## src/rtl/aud_adc_recorder.sv

```systemverilog
// Left-channel I2S receiver for the WM8731 ADC path. It deserialises each left word
// and presents it with an incrementing SRAM word address for the write path.
module aud_adc_recorder #(
  parameter int                DATA_W   = 16,
  parameter int                ADDR_W   = 20,
  parameter logic [ADDR_W-1:0] MAX_ADDR = 20'hFFFFF
) (
  input  logic              i_clk,
  input  logic              i_rst_n,
  input  logic              i_start,
  input  logic              i_pause,
  input  logic              i_stop,
  input  logic              i_AUD_BCLK,
  input  logic              i_AUD_ADCLRCK,
  input  logic              i_AUD_ADCDAT,
  output logic [ADDR_W-1:0] o_address,
  output logic [DATA_W-1:0] o_data,
  output logic              o_valid,
  output logic              o_full,
  output logic              o_busy
);

  localparam int CNT_W = $clog2(DATA_W);

  typedef enum logic [2:0] {
    IDLE   = 3'd0,
    ARM    = 3'd1,
    LEAD   = 3'd2,
    SHIFT  = 3'd3,
    EMIT   = 3'd4,
    PAUSED = 3'd5
  } state_t;

  logic [1:0]        bclk_sync_q, lrc_sync_q, dat_sync_q;
  logic              bclk_hist_q, lrc_hist_q;
  logic              bclk_rise, lrc_fall, dat;

  state_t            state_q, state_d;
  logic [DATA_W-1:0] shreg_q, shreg_d;
  logic [CNT_W-1:0]  cnt_q, cnt_d;
  logic              pause_q, pause_d;
  logic [ADDR_W-1:0] addr_q, addr_d;
  logic [DATA_W-1:0] data_q, data_d;
  logic              valid_q, valid_d;
  logic              full_q, full_d;

  // DAT shares the BCLK synchroniser depth, so it is stable whenever a rise is seen.
  assign bclk_rise = bclk_sync_q[1] & ~bclk_hist_q;
  assign lrc_fall  = ~lrc_sync_q[1] & lrc_hist_q;
  assign dat       = dat_sync_q[1];

  always_comb begin
    state_d = state_q;
    shreg_d = shreg_q;
    cnt_d   = cnt_q;
    pause_d = pause_q;
    addr_d  = addr_q;
    data_d  = data_q;
    valid_d = 1'b0;
    full_d  = full_q;
    if (i_stop && state_q != IDLE && state_q != EMIT) begin
      state_d = IDLE;
      pause_d = 1'b0;
    end else begin
      case (state_q)
        IDLE: begin
          if (i_start) begin
            state_d = ARM;
            addr_d  = '0;
            full_d  = 1'b0;
          end
        end
        ARM: begin
          if (i_pause || pause_q) begin
            state_d = PAUSED;
            pause_d = 1'b0;
          end else if (lrc_fall) begin
            state_d = LEAD;
          end
        end
        LEAD: begin
          if (i_pause) pause_d = 1'b1;
          if (bclk_rise) begin
            state_d = SHIFT;
            cnt_d   = '0;
          end
        end
        SHIFT: begin
          if (i_pause) pause_d = 1'b1;
          if (lrc_fall) begin
            state_d = LEAD;
            cnt_d   = '0;
          end else if (bclk_rise) begin
            shreg_d = {shreg_q[DATA_W-2:0], dat};
            cnt_d   = cnt_q + 1'b1;
            if (cnt_q == CNT_W'(DATA_W - 1)) begin
              state_d = EMIT;
              data_d  = shreg_d;
              valid_d = 1'b1;
              full_d  = (addr_q == MAX_ADDR);
            end
          end
        end
        EMIT: begin
          // The word just emitted counts as written even if a stop arrives now.
          if (full_q) begin
            state_d = IDLE;
            pause_d = 1'b0;
          end else begin
            addr_d = addr_q + 1'b1;
            if (i_stop) begin
              state_d = IDLE;
              pause_d = 1'b0;
            end else if (pause_q) begin
              state_d = PAUSED;
              pause_d = 1'b0;
            end else begin
              state_d = ARM;
            end
          end
        end
        PAUSED: begin
          if (i_start) state_d = ARM;
        end
        default: state_d = IDLE;
      endcase
    end
  end

  always_ff @(posedge i_clk or negedge i_rst_n) begin
    if (!i_rst_n) begin
      bclk_sync_q <= '0;
      lrc_sync_q  <= '0;
      dat_sync_q  <= '0;
      bclk_hist_q <= 1'b0;
      lrc_hist_q  <= 1'b0;
      state_q     <= IDLE;
      shreg_q     <= '0;
      cnt_q       <= '0;
      pause_q     <= 1'b0;
      addr_q      <= '0;
      data_q      <= '0;
      valid_q     <= 1'b0;
      full_q      <= 1'b0;
    end else begin
      bclk_sync_q <= {bclk_sync_q[0], i_AUD_BCLK};
      lrc_sync_q  <= {lrc_sync_q[0], i_AUD_ADCLRCK};
      dat_sync_q  <= {dat_sync_q[0], i_AUD_ADCDAT};
      bclk_hist_q <= bclk_sync_q[1];
      lrc_hist_q  <= lrc_sync_q[1];
      state_q     <= state_d;
      shreg_q     <= shreg_d;
      cnt_q       <= cnt_d;
      pause_q     <= pause_d;
      addr_q      <= addr_d;
      data_q      <= data_d;
      valid_q     <= valid_d;
      full_q      <= full_d;
    end
  end

  assign o_address = addr_q;
  assign o_data    = data_q;
  assign o_valid   = valid_q;
  assign o_full    = full_q;
  assign o_busy    = (state_q == ARM) || (state_q == LEAD) ||
                     (state_q == SHIFT) || (state_q == EMIT);

endmodule
```

## config.mk

```make
export PLATFORM = sky130hd
export DESIGN_NAME = aud_adc_recorder
export DESIGN_NICKNAME = d
export VERILOG_FILES = /design/src/rtl/aud_adc_recorder.sv
export SDC_FILE = /design/constraint.sdc
export NUM_CORES = 1
export LEC_CHECK = 0
export CORE_MARGIN = 5
export CORE_UTILIZATION = 58
export DETAILED_ROUTE_END_ITERATION = 10
export GPL_TIMING_DRIVEN = 1
export PLACE_DENSITY = 0.85
export SYNTH_ARGS = -nofsm -noshare
export SYNTH_HDL_FRONTEND = slang
export SYNTH_SLANG_ARGS = --single-unit
export TNS_END_PERCENT = 100
```

## constraint.sdc

```tcl
create_clock -name i_clk -period 4.15 [get_ports i_clk]
set_input_delay 0.83 -clock i_clk [delete_from_list [all_inputs] [get_ports i_clk]]
set_output_delay 0.83 -clock i_clk [all_outputs]
set_load 0.05 [all_outputs]
```

==> results.md <==
Layout:
- The leading cell type in the layout, fill and taps excluded is dfrtp_1.
- Leaving out fill and tap cells, the most frequent cells in the layout are 69 x dfrtp_1, 45 x clkdlybuf4s50_1, 24 x mux2_2.
- For this run, the post-layout net count is 322.
- 0 antenna diodes ended up in the layout.
- At the end of the flow the core is filled with cells to 0.750.
- Excluding fillers, the count of instances in the completed layout stands at 387.
- The layout cell share with drive strength beyond 1 is 0.142.
- Compared with the post-synthesis result, the final layout area differs by 24.3%.

Logic synthesis:
- The synthesized instance count is 265.
- The netlist uses 46 different library cells.
- In this run, synthesis inferred 0 flip-flops with an integrated enable.
- Averaged over all synthesized cells, the footprint is 11.7 µm².
- The post-synthesis instance area is 0.00310 mm².
- The synthesized design contains 69 register bits.
- The most frequently used flop master after synthesis is dfrtp_1.
- For this run, the number of Yosys warnings is 0.
- Of the synthesized area, sequential elements account for 0.557.
- The number of nets produced by synthesis is 275.
- The share of flip-flops with an asynchronous set or reset is 1.00.

Critical path:
- The startpoint identified for the worst register-to-register timing path is state_q[2].
- The maximum fanout encountered on the critical timing path is 17.
- Data arrives at the worst endpoint at 2300 ps.
- The kind of end point of the critical path is an output port.
- On the worst path, the slowest cell contributes a delay of 840 ps.
- At the worst endpoint, the required time is 3320 ps.
- The type of origin of the critical path is a register.
- The critical path in this run is classified as reg -> out.
- Tracing the worst setup path back leads to its startpoint at state_q[0].
- The slowest stage of the critical path is the clkdlybuf4s50_1 cell.
- Walking the worst path, the cells encountered are nor2_1 > xnor2_1 > clkdlybuf4s50_1.

Timing:
- Setup repair after global routing left no endpoint under its margin.
- Setup violations remaining at the end of the flow were counted as 0.
- The peak clock frequency supported by timing is 0.319 GHz.
- The worst slew margin relative to its limit is 0.264.
- On the final layout, the worst clock skew is 5.57 ps.
- The minimum setup slack in the final design is 1020 ps.
- The number of failing hold endpoints at the final stage is 0.
- The clock period could shrink to 3130 ps.
- The transition time at the pin with the least slew margin is 1100 ps.
- The portion of the clock cycle consumed by the worst path in the final layout is 0.754.
- The max-slew violation count came to 0.
- The setup TNS is 0 ps.

CTS:
- The insertion delay to the later sink of the worst-skew pair is 340 ps.
- The maximum buffer depth of the clock tree is 2.
- The number of buffers created by CTS is 9.
- In this run, post-CTS hold repair placed 0 buffers.
- The total of cells resized after clock tree synthesis is 0.
- The clock net in this run drives a total of 69 sinks.
- The clock tree from TritonCTS is done.
- Once the clock tree was built, the setup fixing pass inserted 0 buffers.
- Clock-pin slew was measured on the worst setup and hold paths at 70 ps.
- In this run the clock root is driven by a clkbuf_8.
- CTS built an H-tree with a depth of 3.

GRT:
- The overall track demand over capacity in global routing is 0.195.
- The remaining global-route overflow is 0.
- The initial antenna violation count is 0.
- The number of global-route vias before repair came to 2221.
- Entering global routing, the biggest net connects 41 pins.
- The first global-routing pass estimated 10.8 mm of wire.

Power:
- Of the total power, registers draw 0.444.
- The share of total power dissipated in combinational logic is 0.162.
- The switching share of total power is 0.280.
- Dividing total power by cell area gives a power density of 452 mW/mm².
- For this design the static power due to leakage is 0.00167 µW.
- VDD sags by at most 0.000432 V.
- The internal portion of the total power is 1250 µW.
- Of the total power, the clock network draws 0.394.
- In this run the power spent charging and discharging nets is 487 µW.

Detailed routing:
- After detailed routing, the average wire length per cell comes to 16.8 µm.
- The wire length reported by the detailed router is 6.49 mm.
- The residual antenna-violating net count after detailed routing is 0.
- The vias per cell is 5.89.
- The detailed router placed 2279 vias in this run.
- The first-pass iteration count of the detailed router is 4.
- In the routed design, unresolved DRC markers number 0.
- The initial detailed-routing violation count is 165.

Die:
- The row count is 26.
- The width of the die is 83.1 µm.
- The core region is 0.00514 mm².
- The floorplan step defined a die boundary enclosing 0.00691 mm².
- For this design the top-level I/O count stands at 47.
- The die is 83.1 µm tall.
- The effective utilization at floorplan is 0.603.

Min path:
- The type of the tightest min-delay check is reg -> reg.
- The startpoint of the worst hold path is dat_sync_q[0].

Flow run:
- The number of maximum-capacitance violations is 0.

Placed design:
- Detailed placement ended at an HPWL of 4.37 mm.
- The number of buffers inserted by port buffering is 46.
- The post-placement worst setup slack is 889 ps.
- Routability-driven placement finished with a final weighted congestion of 0.916.
- The placed instance count is 371.

Status:
- The run finished with clean final reports.
==> critical path, delay by kind of cell (launching register included) <==
kind,cells,cell delay [ps]
DFF,1,550
xor gates and xnor gates,1,190
and+or+nand+nor,1,380
buffers and inverters,1,840
==> logic make-up after synthesis <==
logic type,after synthesis,synth area share
flops,69,0.557
xor+xnor,5,0.0141
simple gates,79,0.154
compound gates,58,0.115
buf+inv,17,0.0258
fa+ha+maj,2,0.00807
mux,35,0.126
==> through the flow <==
step | instance area [µm²] | power [µW] | hold WS (ps)
after CTS | 3850 | 1750 | 354
final | 3850 | 1740 | 352
after floorplan | 3100 | 977 | 331
after global routing | 3850 | 1820 | 358
after detailed placement | 3600 | 1070 | 335
after global placement | 3600 | 1050 | 331
==> final cells by class <==
type | count | area (µm²)
well taps | 70 | 87.6
fillers | 365 | 1280
inverters | 5 | 18.8
multi-input cells | 179 | 1290
repair buffers | 48 | 470
clock inverters | 5 | 106
flip-flops and latches | 69 | 1730
clock buffers | 11 | 151
==> state kept, by name, summed over array words and instances, names as in the netlist, 2 cells and up <==
name,cells
bclk_sync_q,2
cnt_q,4
dat_sync_q,2
lrc_sync_q,2
o_address,20
o_data,16
shreg_q,15
state_q,3
==> power groups by stage <==
stage | combinational, µW | clock, µW | sequential (µW)
6_report | 281 | 687 | 773
3_3_place_gp | 272 | 0 | 780
5_1_grt | 308 | 731 | 782
3_5_place_dp | 282 | 0 | 784
4_1_cts | 283 | 697 | 772
2_1_floorplan | 212 | 0 | 765
==> path summary, 6_finish.rpt <==
check	endpoint	slack, ps	depth (start not counted)
worst max-delay path	o_busy	1020	3
worst min-delay path	dat_sync_q[1]	350	0
worst max register to register	o_data[0]	1490	5
worst min register to register	dat_sync_q[1]	350	0
max in group asynchronous	o_address[10]	2650	2
min in group asynchronous	o_address[14]	600	1
==> synthesized netlist by cell type, types with 2 or more instances <==
cell / n / area, µm²
o31ai_1: 7 / 52.6
a21o_1: 2 / 15.0
nor2_1: 8 / 30.0
mux2_1: 9 / 101
inv_1: 5 / 18.8
o211ai_1: 5 / 37.5
dfrtp_1: 69 / 1730
nand4_1: 6 / 37.5
nor2b_1: 5 / 31.3
a21oi_1: 18 / 90.1
nand2_1: 10 / 37.5
ha_1: 2 / 25.0
xnor2_1: 4 / 35.0
nor3_1: 4 / 20.0
mux2i_1: 2 / 20.0
or4_1: 6 / 45.0
a22o_1: 2 / 17.5
nand2b_1: 5 / 31.3
nand3b_1: 2 / 15.0
clkbuf_1: 8 / 30.0
nand3_1: 11 / 55.1
or3_1: 9 / 56.3
and4_1: 3 / 26.3
o21ai_0: 17 / 85.1
mux2_2: 24 / 270
and3_1: 2 / 12.5
==> metal layers <==
metal  track usage  vias up  share of wire
met2         0.308       62           0.49
met4        0.0669        0          0.012
met3        0.0673        8          0.052
li1              -     1075              -
met1         0.250     1134           0.45
met5             0        -              0
Note: power is estimated with default switching activity, not from simulation.
